`src/rtl/world_pkg.sv`:
```
// Shared types for the world memory: command and status codes plus the entry layout
// that both world_writer and world_drawer use.
package world_pkg;

    localparam int COORD_WIDTH = 32;
    localparam int FIELD_WIDTH = COORD_WIDTH / 2;
    localparam int ENTRY_WIDTH = 3 * COORD_WIDTH / 2 + 1;

    typedef enum logic [1:0] {
        OP_PLACE  = 2'd0,
        OP_REMOVE = 2'd1,
        OP_CLEAR  = 2'd2,
        OP_QUERY  = 2'd3
    } world_op_t;

    typedef enum logic [1:0] {
        ST_OK        = 2'd0,
        ST_EXISTS    = 2'd1,
        ST_FULL      = 2'd2,
        ST_NOT_FOUND = 2'd3
    } world_status_t;

    // z sits in the LSBs, valid in the MSB.
    typedef struct packed {
        logic                   valid;
        logic [FIELD_WIDTH-1:0] x;
        logic [FIELD_WIDTH-1:0] y;
        logic [FIELD_WIDTH-1:0] z;
    } world_entry_t;

endpackage

```
`src/rtl/world_writer_if.sv`:
```
// Command/status bus between the game logic (master) and world_writer (slave).
interface world_writer_if #(
    parameter int WORLD_BITS = 7
);
    import world_pkg::*;

    logic                          cmd_valid;
    logic                          cmd_ready;
    world_op_t                     cmd_op;
    logic signed [FIELD_WIDTH-1:0] cmd_x;
    logic signed [FIELD_WIDTH-1:0] cmd_y;
    logic signed [FIELD_WIDTH-1:0] cmd_z;
    logic                          busy;
    logic                          done;
    world_status_t                 status;
    logic [WORLD_BITS-1:0]         status_addr;

    modport master (
        output cmd_valid, cmd_op, cmd_x, cmd_y, cmd_z,
        input  cmd_ready, busy, done, status, status_addr
    );

    modport slave (
        input  cmd_valid, cmd_op, cmd_x, cmd_y, cmd_z,
        output cmd_ready, busy, done, status, status_addr
    );

endinterface

```
`src/rtl/world_scan_ctrl.sv`:
```
// Address walker for readers that scan the world memory: holds each address for the
// memory read latency, flags the last entry, and can jump to a write-back target.
module world_scan_ctrl #(
    parameter int WORLD_SIZE   = 100,
    parameter int WORLD_BITS   = 7,
    parameter int READ_LATENCY = 2
) (
    input  logic                  clk_in,
    input  logic                  rst_in,
    input  logic                  start_i,      // restart at entry 0
    input  logic                  wait_i,       // a wait cycle for the current entry elapsed
    input  logic                  next_i,       // advance one entry, saturating at the last
    input  logic                  load_i,       // jump to load_addr_i
    input  logic [WORLD_BITS-1:0] load_addr_i,
    output logic [WORLD_BITS-1:0] addr_o,
    output logic                  wait_done_o,  // final wait cycle for the current entry
    output logic                  last_o        // current entry is WORLD_SIZE-1
);

    localparam int CNT_W = (READ_LATENCY > 1) ? $clog2(READ_LATENCY) : 1;
    localparam logic [CNT_W-1:0]      WAIT_MAX  = CNT_W'(READ_LATENCY - 1);
    localparam logic [WORLD_BITS-1:0] LAST_ADDR = WORLD_BITS'(WORLD_SIZE - 1);

    logic [WORLD_BITS-1:0] addr_q, addr_d;
    logic [CNT_W-1:0]      cnt_q, cnt_d;

    assign addr_o      = addr_q;
    assign wait_done_o = (cnt_q == WAIT_MAX);
    assign last_o      = (addr_q == LAST_ADDR);

    // Next address / wait count.
    always_comb begin
        // NOTE: every always_comb output gets a default first, so no path can infer a latch.
        addr_d = addr_q;
        cnt_d  = cnt_q;
        if (start_i) begin
            addr_d = '0;
            cnt_d  = '0;
        end else if (load_i) begin
            addr_d = load_addr_i;
        end else if (next_i) begin
            if (!last_o) addr_d = addr_q + WORLD_BITS'(1);
            cnt_d = '0;
        end else if (wait_i && !wait_done_o) begin
            cnt_d = cnt_q + CNT_W'(1);
        end
    end

    // Counter registers.
    always_ff @(posedge clk_in) begin
        // NOTE: state uses non-blocking assignments; reset is synchronous, sampled on the edge.
        if (rst_in) begin
            addr_q <= '0;
            cnt_q  <= '0;
        end else begin
            addr_q <= addr_d;
            cnt_q  <= cnt_d;
        end
    end

endmodule

```
`src/rtl/world_writer.sv`:
```
// world_writer: owns the world memory write port; places, removes, queries and clears
// cube entries by scanning the memory one entry at a time.
module world_writer
    import world_pkg::*;
#(
    parameter int WORLD_SIZE   = 100,
    parameter int WORLD_BITS   = 7,
    parameter int READ_LATENCY = 2
) (
    input  logic                   clk_in,
    input  logic                   rst_in,
    input  logic                   lock_in,
    world_writer_if.slave          cmd,
    input  logic [ENTRY_WIDTH-1:0] world_read,
    output logic [WORLD_BITS-1:0]  world_addr,
    output logic [ENTRY_WIDTH-1:0] world_write_data,
    output logic                   world_we
);

    typedef enum logic [2:0] {
        S_IDLE, S_SCAN_WAIT, S_SCAN_CMP, S_WRITE, S_CLEAR, S_DONE
    } state_t;

    localparam logic [WORLD_BITS-1:0] LAST_ADDR = WORLD_BITS'(WORLD_SIZE - 1);

    state_t                state_q, state_d;
    world_op_t             op_q, op_d;
    world_entry_t          key_q, key_d;         // latched coordinates, valid preset to 1
    logic                  free_found_q, free_found_d;
    logic [WORLD_BITS-1:0] first_free_q, first_free_d;
    world_entry_t          wdata_q, wdata_d;
    world_status_t         status_q, status_d;
    logic [WORLD_BITS-1:0] status_addr_q, status_addr_d;

    logic                  scan_start, scan_wait, scan_next, scan_load;
    logic [WORLD_BITS-1:0] scan_load_addr, scan_addr;
    logic                  scan_wait_done, scan_last;

    world_entry_t          rd_entry;
    logic                  hit;
    logic                  accept;
    logic [WORLD_BITS-1:0] place_addr;

    world_scan_ctrl #(
        .WORLD_SIZE  (WORLD_SIZE),
        .WORLD_BITS  (WORLD_BITS),
        .READ_LATENCY(READ_LATENCY)
    ) u_scan (
        .clk_in     (clk_in),
        .rst_in     (rst_in),
        .start_i    (scan_start),
        .wait_i     (scan_wait),
        .next_i     (scan_next),
        .load_i     (scan_load),
        .load_addr_i(scan_load_addr),
        .addr_o     (scan_addr),
        .wait_done_o(scan_wait_done),
        .last_o     (scan_last)
    );

    assign rd_entry   = world_entry_t'(world_read);
    assign hit        = rd_entry.valid && (rd_entry.x == key_q.x)
                        && (rd_entry.y == key_q.y) && (rd_entry.z == key_q.z);
    // The slot a PLACE lands in: the earliest free entry, or the last one if it is the first free.
    assign place_addr = free_found_q ? first_free_q : scan_addr;

    assign cmd.cmd_ready   = (state_q == S_IDLE) && !lock_in && !rst_in;
    assign accept          = cmd.cmd_valid && cmd.cmd_ready;
    assign cmd.busy        = (state_q != S_IDLE);
    assign cmd.done        = (state_q == S_DONE);
    assign cmd.status      = status_q;
    assign cmd.status_addr = status_addr_q;

    // A write presented while reset is high still lands; reset only stops the next one.
    assign world_we         = (state_q == S_WRITE) || (state_q == S_CLEAR);
    assign world_addr       = scan_addr;
    assign world_write_data = wdata_q;

    // Next-state, scan control and result decisions.
    always_comb begin
        state_d        = state_q;
        op_d           = op_q;
        key_d          = key_q;
        free_found_d   = free_found_q;
        first_free_d   = first_free_q;
        wdata_d        = wdata_q;
        status_d       = status_q;
        status_addr_d  = status_addr_q;
        scan_start     = 1'b0;
        scan_wait      = 1'b0;
        scan_next      = 1'b0;
        scan_load      = 1'b0;
        scan_load_addr = '0;

        case (state_q)
            S_IDLE: begin
                if (accept) begin
                    op_d         = cmd.cmd_op;
                    key_d.valid  = 1'b1;
                    key_d.x      = cmd.cmd_x;
                    key_d.y      = cmd.cmd_y;
                    key_d.z      = cmd.cmd_z;
                    free_found_d = 1'b0;
                    first_free_d = '0;
                    wdata_d      = '0;
                    scan_start   = 1'b1;
                    state_d      = (cmd.cmd_op == OP_CLEAR) ? S_CLEAR : S_SCAN_WAIT;
                end
            end
            S_SCAN_WAIT: begin
                scan_wait = 1'b1;
                if (scan_wait_done) state_d = S_SCAN_CMP;
            end
            S_SCAN_CMP: begin
                if (!rd_entry.valid && !free_found_q) begin
                    free_found_d = 1'b1;
                    first_free_d = scan_addr;
                end
                if (hit) begin
                    status_addr_d = scan_addr;
                    if (op_q == OP_REMOVE) begin
                        wdata_d  = '0;
                        status_d = ST_OK;
                        state_d  = S_WRITE;
                    end else begin
                        status_d = ST_EXISTS;
                        state_d  = S_DONE;
                    end
                end else if (scan_last) begin
                    if (op_q == OP_PLACE && (free_found_q || !rd_entry.valid)) begin
                        scan_load      = 1'b1;
                        scan_load_addr = place_addr;
                        wdata_d        = key_q;
                        status_d       = ST_OK;
                        status_addr_d  = place_addr;
                        state_d        = S_WRITE;
                    end else begin
                        status_d      = (op_q == OP_PLACE) ? ST_FULL : ST_NOT_FOUND;
                        status_addr_d = '0;
                        state_d       = S_DONE;
                    end
                end else begin
                    scan_next = 1'b1;
                    state_d   = S_SCAN_WAIT;
                end
            end
            S_WRITE: state_d = S_DONE;
            S_CLEAR: begin
                if (scan_last) begin
                    status_d      = ST_OK;
                    status_addr_d = LAST_ADDR;
                    state_d       = S_DONE;
                end else begin
                    scan_next = 1'b1;
                end
            end
            S_DONE:  state_d = S_IDLE;
            default: state_d = S_IDLE;
        endcase
    end

    // State and result registers.
    always_ff @(posedge clk_in) begin
        if (rst_in) begin
            state_q       <= S_IDLE;
            op_q          <= OP_PLACE;
            key_q         <= '0;
            free_found_q  <= 1'b0;
            first_free_q  <= '0;
            wdata_q       <= '0;
            status_q      <= ST_OK;
            status_addr_q <= '0;
        end else begin
            state_q       <= state_d;
            op_q          <= op_d;
            key_q         <= key_d;
            free_found_q  <= free_found_d;
            first_free_q  <= first_free_d;
            wdata_q       <= wdata_d;
            status_q      <= status_d;
            status_addr_q <= status_addr_d;
        end
    end

endmodule

```
`src/flat_wrapper.sv`:
```
// flat-port wrapper written by rule: the top's interface ports become plain ports
module world_writer_flat import world_pkg::*;
#(
    parameter int WORLD_SIZE   = 100,
    parameter int WORLD_BITS   = 7,
    parameter int READ_LATENCY = 2
)
  (clk_in, rst_in, lock_in, world_read, world_addr, world_write_data, world_we, cmd_cmd_valid, cmd_cmd_op, cmd_cmd_x, cmd_cmd_y, cmd_cmd_z, cmd_cmd_ready, cmd_busy, cmd_done, cmd_status, cmd_status_addr);
  world_writer_if #(.WORLD_BITS(WORLD_BITS)) cmd_i ();
  input  logic clk_in;
  input  logic rst_in;
  input  logic lock_in;
  input  logic [ENTRY_WIDTH-1:0] world_read;
  output logic [WORLD_BITS-1:0] world_addr;
  output logic [ENTRY_WIDTH-1:0] world_write_data;
  output logic world_we;
  input wire logic [$bits(cmd_i.cmd_valid)-1:0] cmd_cmd_valid;
  input wire logic [$bits(cmd_i.cmd_op)-1:0] cmd_cmd_op;
  input wire logic [$bits(cmd_i.cmd_x)-1:0] cmd_cmd_x;
  input wire logic [$bits(cmd_i.cmd_y)-1:0] cmd_cmd_y;
  input wire logic [$bits(cmd_i.cmd_z)-1:0] cmd_cmd_z;
  output wire logic [$bits(cmd_i.cmd_ready)-1:0] cmd_cmd_ready;
  output wire logic [$bits(cmd_i.busy)-1:0] cmd_busy;
  output wire logic [$bits(cmd_i.done)-1:0] cmd_done;
  output wire logic [$bits(cmd_i.status)-1:0] cmd_status;
  output wire logic [$bits(cmd_i.status_addr)-1:0] cmd_status_addr;
  assign cmd_i.cmd_valid = cmd_cmd_valid;
  assign cmd_i.cmd_op = cmd_cmd_op;
  assign cmd_i.cmd_x = cmd_cmd_x;
  assign cmd_i.cmd_y = cmd_cmd_y;
  assign cmd_i.cmd_z = cmd_cmd_z;
  assign cmd_cmd_ready = cmd_i.cmd_ready;
  assign cmd_busy = cmd_i.busy;
  assign cmd_done = cmd_i.done;
  assign cmd_status = cmd_i.status;
  assign cmd_status_addr = cmd_i.status_addr;
  world_writer #(.WORLD_SIZE(WORLD_SIZE), .WORLD_BITS(WORLD_BITS), .READ_LATENCY(READ_LATENCY)) u_core (.clk_in(clk_in), .rst_in(rst_in), .lock_in(lock_in), .cmd(cmd_i), .world_read(world_read), .world_addr(world_addr), .world_write_data(world_write_data), .world_we(world_we));
endmodule
```
`config.mk`:
```
export PLATFORM = sky130hd
export DESIGN_NAME = world_writer_flat
export DESIGN_NICKNAME = d
export VERILOG_FILES = /design/src/rtl/world_pkg.sv /design/src/rtl/world_writer_if.sv /design/src/rtl/world_scan_ctrl.sv /design/src/rtl/world_writer.sv /design/src/flat_wrapper.sv
export SDC_FILE = /design/constraint.sdc
export NUM_CORES = 1
export LEC_CHECK = 0
export BUFFER_PORTS_ARGS = -buffer_cell sky130_fd_sc_hd__buf_2
export CAP_MARGIN = 30
export CORE_UTILIZATION = 35
export CTS_BUF_LIST = sky130_fd_sc_hd__clkbuf_4
export CTS_CLUSTER_DIAMETER = 30
export DETAILED_ROUTE_END_ITERATION = 8
export PLACE_DENSITY_LB_ADDON = 0.2
export SLEW_MARGIN = 20
export SYNTH_ARGS = -nofsm -noshare
export SYNTH_HDL_FRONTEND = slang
export SYNTH_SLANG_ARGS = --single-unit
```
`constraint.sdc`:
```
create_clock -name clk_in -period 2.3 [get_ports clk_in]
set_input_delay 0.115 -clock clk_in [delete_from_list [all_inputs] [get_ports clk_in]]
set_output_delay 0.115 -clock clk_in [all_outputs]
set_load 0.05 [all_outputs]
```
* Word level (Yosys, flattened, before mapping)
Index checks and enable logic that the tools add are counted.
** Operators by class
- $add $sub $neg :: 2
- Equal/unequal tests :: 19
- Muxes and demuxes :: 52
- Bitwise gates (word level) :: 1
- Reductions and logical operators :: 31
** Operators by type and width (number)
- $mux 49 :: 5
- $pmux 49 s2 :: 1
- $mux 7 :: 13
- $eq 16x16->1 :: 3
- $pmux 7 s2 :: 2
- $mux 3 :: 8
- $mux 1 :: 15
- $pmux 3 s5 :: 1
- $logic_and 1x1->1 :: 9
- $reduce_and 3->1 :: 3
- $mux 2 :: 4
- $ne 2x1->1 const B :: 4
- $reduce_bool 2->1 :: 4
- $add 7x1->7 const B :: 1
- $eq 7x7->1 const B :: 1
- $eq 3x2->1 const B :: 2
- $eq 3x3->1 const B :: 2
- $ne 3x1->1 const B :: 2
- $reduce_and 2->1 :: 3
- $logic_not 1->1 :: 5
- $reduce_and 5->1 :: 1
- $pmux 1 s2 :: 2
- $pmux 2 s2 :: 1
- $eq 3x1->1 const B :: 1
- other kinds (11) :: 12
** Word-level totals
- Flip-flop bits (word level) :: 128
- Output and inout bits :: 69
- Word-level logic and storage cells :: 121

* Logic depth before layout (Yosys ltp)
- Word-level depth :: 9
- Gate-level depth with buffers :: 10
- Gate-level depth less buffers :: 8

* Modules after synthesis
Synthesis repeated with hierarchy kept, for this count alone.
** Second synthesis, totals
- Cell total of the unflattened synthesis :: 637
- Area, all modules :: 5586.6 um^2
** By module, submodules not included
- world_writer :: instances 1, cells each 590, area an instance 5159.9 um^2, sequential area each 2402.3 um^2
- world_scan_ctrl :: instances 1, cells each 47, area an instance 426.7 um^2, sequential area each 160.2 um^2

* Least setup slack after synthesis
OpenSTA, ideal clock, no wires.
- Kind :: register -> register
- Start point :: reg u_core.state_q[2]
- End point :: reg u_core.wdata_q, in the netlist u_core.world_write_data[2]
- Library setup time :: 132 ps
- Arrival time :: 3310 ps
- Required time :: 2168 ps
- Setup slack :: -1142 ps
- Cell stages (with the launch flop) :: 10
- Path buffers :: 3
- Period minus slack after synthesis :: 3442 ps
- Cells stage by stage :: dfxtp_1 -> or3_1 -> nor3_1 -> and2_1 -> buf_2 -> o21ai_0 -> clkbuf_1 -> clkbuf_1 -> o21ai_0 -> a21oi_1
** Between the ends
- Cells in the longest elaborated chain, start to end :: 6
- Elaborated cells between the ends (all ways) :: 12
- Those cells by class :: eq/ne (5); mux (1); reduce/logical (6)
** Ends and longest elaborated chain
- start: declaration :: line world_writer.sv:26 : state_t state_q, state_d;
- start signal: assignment :: line world_writer.sv:174 : state_q <= state_d;
- $logic_not 3->1 :: line world_writer.sv:67 : assign cmd.cmd_ready = (state_q == S_IDLE) && !lock_in && !rst_in;
- $logic_and 1x1->1 (2 in a row) :: line world_writer.sv:67
- net cmd_cmd_ready :: line flat_wrapper.sv:22 : output wire logic [$bits(cmd_i.cmd_ready)-1:0] cmd_cmd_ready;
- $logic_and 1x1->1 :: line world_writer.sv:68 : assign accept = cmd.cmd_valid && cmd.cmd_ready;
- $ne 2x1->1 (no source line)
- $reduce_and 5->1 (no source line)
- end signal: assignment :: line world_writer.sv:179 : wdata_q <= wdata_d;
- end: declaration :: line world_writer.sv:31 : world_entry_t wdata_q, wdata_d;
The timed path passes the listed nets, and every way through them passes these cells.
A chain may end at the register's enable or synchronous reset.

* Worst setup path in the final report
- Start point :: reg u_core.key_q[21] (netlist bit)
- End point :: reg u_core.u_scan.addr_q[5], in the netlist u_core.u_scan.addr_o[5]
** Between the ends
- Cells in the longest elaborated chain, start to end :: 7
- Elaborated cells between the ends (all ways) :: 13
- Those cells by class :: eq/ne (2); mux (7); reduce/logical (4)
** Ends and longest elaborated chain
- start: declaration :: line world_writer.sv:28 : world_entry_t key_q, key_d;
- start signal: assignment :: line world_writer.sv:176 : key_q <= key_d;
- $eq 16x16->1 (*) :: line world_writer.sv:63 : && (rd_entry.y == key_q.y) && (rd_entry.z == key_q.z);
- $logic_and 1x1->1 (*) (2 in a row) :: line world_writer.sv:63
- $mux 1 :: line world_writer.sv:119 : if (hit) begin
- $pmux 1 s2 / $mux 1 (equally long branches) :: line world_writer.sv:95 : case (state_q)
- $reduce_bool 2->1 (no source line) / $ne 2x1->1 (equally long branches)
- $reduce_and 2->1 (no source line)
- end signal: assignment :: line world_scan_ctrl.sv:56 : addr_q <= addr_d;
- end: declaration :: line world_scan_ctrl.sv:24 : logic [WORLD_BITS-1:0] addr_q, addr_d;
Every way passes the cells marked *; elsewhere a longest branch is shown, timed or not.

==> run summary <==
POWER AND IR DROP
--------------------------------------------------------------------------------------
Internal power component ................................................    0.00317 W
Combinational share of power ............................................        14.2%
Power share of the sequential group .....................................        51.8%
Clock group share of total power ........................................        34.1%
Switching share of total power ..........................................        28.2%
Leakage .................................................................      3.75 nW
Power density normalized to cell area ...................................   485 nW/um2
Worst supply voltage drop on vdd ........................................   0.000334 V
Power spent charging and discharging nets ...............................    0.00124 W

LOGIC SYNTHESIS
--------------------------------------------------------------------------------------
Async SR Flop Fraction ..................................................           0%
Library cells used by synthesis .........................................           51
Sequential share of the synthesized area ................................        44.1%
Most used standard cells in the synthesized netlist ..................... sky130_fd_sc_hd__dfxtp_1 (128), sky130_fd_sc_hd__nand2_1 (122), sky130_fd_sc_hd__a21oi_1 (116)
Number of enable-type register cells in the synthesized netlist .........            0
Prevailing post-synth register cell ..................................... sky130_fd_sc_hd__dfxtp_1
Most frequent cell after synthesis ...................................... sky130_fd_sc_hd__dfxtp_1
Yosys warnings ..........................................................            0
Post-Synthesis Cells ....................................................          729
Post-synthesis net count ................................................          833
Share of the synthesized area in the top cell type ......................        44.1%
Register bit count reported by yosys ....................................          128
Avg Cell Area, Syn ......................................................     7.98 um2
Post-Syn Area ...........................................................     5820 um2
Top cells by area in the synthesized netlist ............................ sky130_fd_sc_hd__dfxtp_1 (44%), sky130_fd_sc_hd__a21oi_1 (10%), sky130_fd_sc_hd__nand2_1 (7.9%)
Top cell type by total area after synthesis ............................. sky130_fd_sc_hd__dfxtp_1

FLOORPLAN
--------------------------------------------------------------------------------------
Number of standard-cell rows in the floorplan ...........................           46
Area of the die .........................................................   17,100 um2
Placeable core region ...................................................   16,100 um2
Ports ...................................................................          172
Die Y ...................................................................       131 um
Die Width ...............................................................       131 um
Initial core utilization ................................................        36.2%

ROUTE
--------------------------------------------------------------------------------------
Final routed DRC violation total ........................................            0
Number of nets with antenna violations after detailed routing ...........            0
Wire length per cell ....................................................      17.5 um
Detailed-router iteration count before antenna repair ...................            6
DR vias .................................................................        6,575
1st-iter DRT viols ......................................................          625
Total wire length .......................................................    21,900 um
Vias/cell ...............................................................         5.23

GLOBAL ROUTING
--------------------------------------------------------------------------------------
Pin count of the biggest net entering global routing ....................           72
Overall overflow remaining after global route ...........................            0
Global-route wire length before repair ..................................    32,500 um
Antenna violations before repair ........................................            4
Combined global-route utilization of all metal layers ...................        25.1%
Vias in the first global route ..........................................        6,116

CLOCK NETWORK
--------------------------------------------------------------------------------------
Maximum count of clock buffers along a single path ......................            2
Clock buffer count from CTS .............................................           17
CTS tree ................................................................         done
Root buffer selected by CTS ............................................. sky130_fd_sc_hd__clkbuf_4
CTS Sinks ...............................................................          128
Clock Pin Slew Worst Setup and Hold Paths ...............................      0.12 ns
Clk_lat worst skew ......................................................      0.58 ns
Count of H-tree levels built during CTS .................................            4

TIMING
--------------------------------------------------------------------------------------
Final worst hold slack ..................................................    0.0583 ns
Worst setup margin ......................................................   -0.0872 ns
Fraction of the cycle the final worst path needs ........................         104%
Sum of negative setup slack .............................................    -0.821 ns
RSZ-0062 raised after global routing ....................................          yes
F_max ...................................................................      419 MHz
Least-Margin Pin Slew ...................................................     0.816 ns
Final critical-path required period .....................................      2.39 ns
Final Hold Fails ........................................................            0
Worst setup skew after layout ...........................................    0.0167 ns
Final setup fails .......................................................           33
Number of max-slew violations in the final report .......................            0
Worst rel slew slack ....................................................        45.6%

WORST SETUP PATH
--------------------------------------------------------------------------------------
Start-to-end type of the worst setup path ............................... register to register
Worst setup path startpoint ............................................. u_core.key_q[21]$_SDFFE_PP0P_
Arrival time of data at the critical path endpoint ......................      2.87 ns
Worst Setup End Kind ....................................................     register
Startpoint class of the critical path ...................................     register
Critical path peak fanout ...............................................           10
Worst r2r src ........................................................... u_core.key_q[21]$_SDFFE_PP0P_
CP Data Required Time ...................................................      2.78 ns

FINISH
--------------------------------------------------------------------------------------
Storage cell area .......................................................     2600 um2
# nets final ............................................................        1,130
Multi-input gate area ...................................................     3430 um2
Fill cell total of the finished layout ..................................        1,482
Ratio of cells with drive above 1 in the final layout ...................        40.6%
Layout overhead on the synthesized area .................................        56.4%
Final instance area .....................................................     9100 um2
Finished Core Util ......................................................        56.7%

MIN PATH
--------------------------------------------------------------------------------------
Hold Startpoint ......................................................... world_read[48]
Worst hold path type .................................................... primary input to register

PLACEMENT
--------------------------------------------------------------------------------------
Placed instance area ....................................................     7650 um2
Port bufs ...............................................................          171
Weighted congestion reported at the end of routability-driven placement .        0.887
HPWL after DPL ..........................................................    14,700 um

STATUS
--------------------------------------------------------------------------------------
Status .................................................................. finished with violations
Violations in the final reports ......................................... negative setup slack

JOB
--------------------------------------------------------------------------------------
Maxcap violations .......................................................            0

## power groups by stage
| stage | combinational [W] | clock, W | sequential [W] |
|---|---|---|---|
| after CTS | 0.000583 | 0.00153 | 0.00228 |
| after detailed placement | 0.000498 | 0 | 0.00233 |
| after global routing | 0.000674 | 0.00163 | 0.00229 |
| after global placement | 0.000498 | 0 | 0.00233 |
| after floorplan | 0.000249 | 0 | 0.00233 |
| final | 0.000625 | 0.00150 | 0.00229 |
## layout make-up
type,count,share of cell area (%)
multi-input cells,530,37.7
inverters,8,0.330
clock buffers,18,1.49
flip-flops and latches,128,28.5
diodes,2,0.0550
repair buffers,341,27.6
well taps,216,2.97
clock inverters,14,1.35
## flip-flops by register name, summed over array words and instances (netlist names)
name                       flops
u_core.free_found_q            1
u_core.first_free_q            7
u_core.world_write_data       49
u_core.u_scan.wait_done_o      1
u_core.op_q                    2
u_core.state_q                 3
u_core.cmd.status              2
u_core.key_q                  49
u_core.u_scan.addr_o           7
u_core.cmd.status_addr         7
## worst max-delay path: stages (launching register included)
cell	delay, ns
sky130_fd_sc_hd__dfxtp_2	0.35
sky130_fd_sc_hd__xor2_2	0.21
sky130_fd_sc_hd__nor4_2	0.08
sky130_fd_sc_hd__buf_4	0.14
sky130_fd_sc_hd__and4_4	0.20
sky130_fd_sc_hd__and4_4	0.17
sky130_fd_sc_hd__o32a_1	0.36
sky130_fd_sc_hd__buf_12	0.15
sky130_fd_sc_hd__or4b_1	0.50
sky130_fd_sc_hd__o2111a_1	0.15
## kinds of logic after synthesis
| kind of cell | synth area share (%) |
|---|---|
| simple gates | 21.9 |
| compound gates | 20.9 |
| flops | 44.1 |
| buf+inv | 5.01 |
| xor+xnor | 7.38 |
| mux | 0.516 |
| fa+ha+maj | 0.215 |
## layer usage
metal / global-route usage [%] / wire, um / up-vias
li1: - / - / 3187
met1: 32.3 / 9520 / 3067
met2: 39.9 / 10200 / 270
met3: 7.13 / 1510 / 47
met4: 9.53 / 678 / 4
met5: 0 / 22 / -
## cell usage in the layout (no fill, tap or decap), types with 17 or more instances in the layout
| cell | count |
|---|---|
| sky130_fd_sc_hd__buf_4 | 90 |
| sky130_fd_sc_hd__nand4_1 | 52 |
| sky130_fd_sc_hd__nand2_1 | 120 |
| sky130_fd_sc_hd__dfxtp_2 | 19 |
| sky130_fd_sc_hd__nor2_1 | 18 |
| sky130_fd_sc_hd__buf_2 | 170 |
| sky130_fd_sc_hd__xor2_2 | 17 |
| sky130_fd_sc_hd__clkbuf_4 | 18 |
| sky130_fd_sc_hd__o21ai_1 | 25 |
| sky130_fd_sc_hd__a21oi_1 | 113 |
| sky130_fd_sc_hd__dfxtp_1 | 106 |
| sky130_fd_sc_hd__dlygate4sd3_1 | 53 |
| sky130_fd_sc_hd__xor2_1 | 30 |
## timing repair
item                                   CTS  global route
setup endpoints to repair               67            69
pin swaps                               13            49
gates cloned                             0             5
endpoints found under the hold margin   56             0
gates resized for setup                 21           106
hold buffers                            53             0
buffers inserted                         5             8
## through the flow
stage | instances | power (W) | setup WS (ns)
after detailed placement | 1152 | 0.00283 | -0.241
after floorplan | 729 | 0.00258 | -0.0637
after CTS | 1242 | 0.00439 | -0.0784
after global placement | 1152 | 0.00283 | -0.247
after global routing | 1256 | 0.00460 | -0.135
final | 1257 | 0.00441 | -0.0872
## final timing paths
| kind | endpoint | slack [ns] | cells after the start |
|---|---|---|---|
| hold / removal | u_core.first_free_q[2]$_SDFFE_PP0P_ | 0.06 | 5 |
| setup reg to reg | u_core.u_scan.addr_o[5]$_SDFFE_PP0P_ | -0.09 | 9 |
| setup / recovery | u_core.u_scan.addr_o[5]$_SDFFE_PP0P_ | -0.09 | 9 |
| hold reg to reg | u_core.world_write_data[5]$_SDFFE_PP0P_ | 0.47 | 2 |
Note: power is estimated with default switching activity, not from simulation.
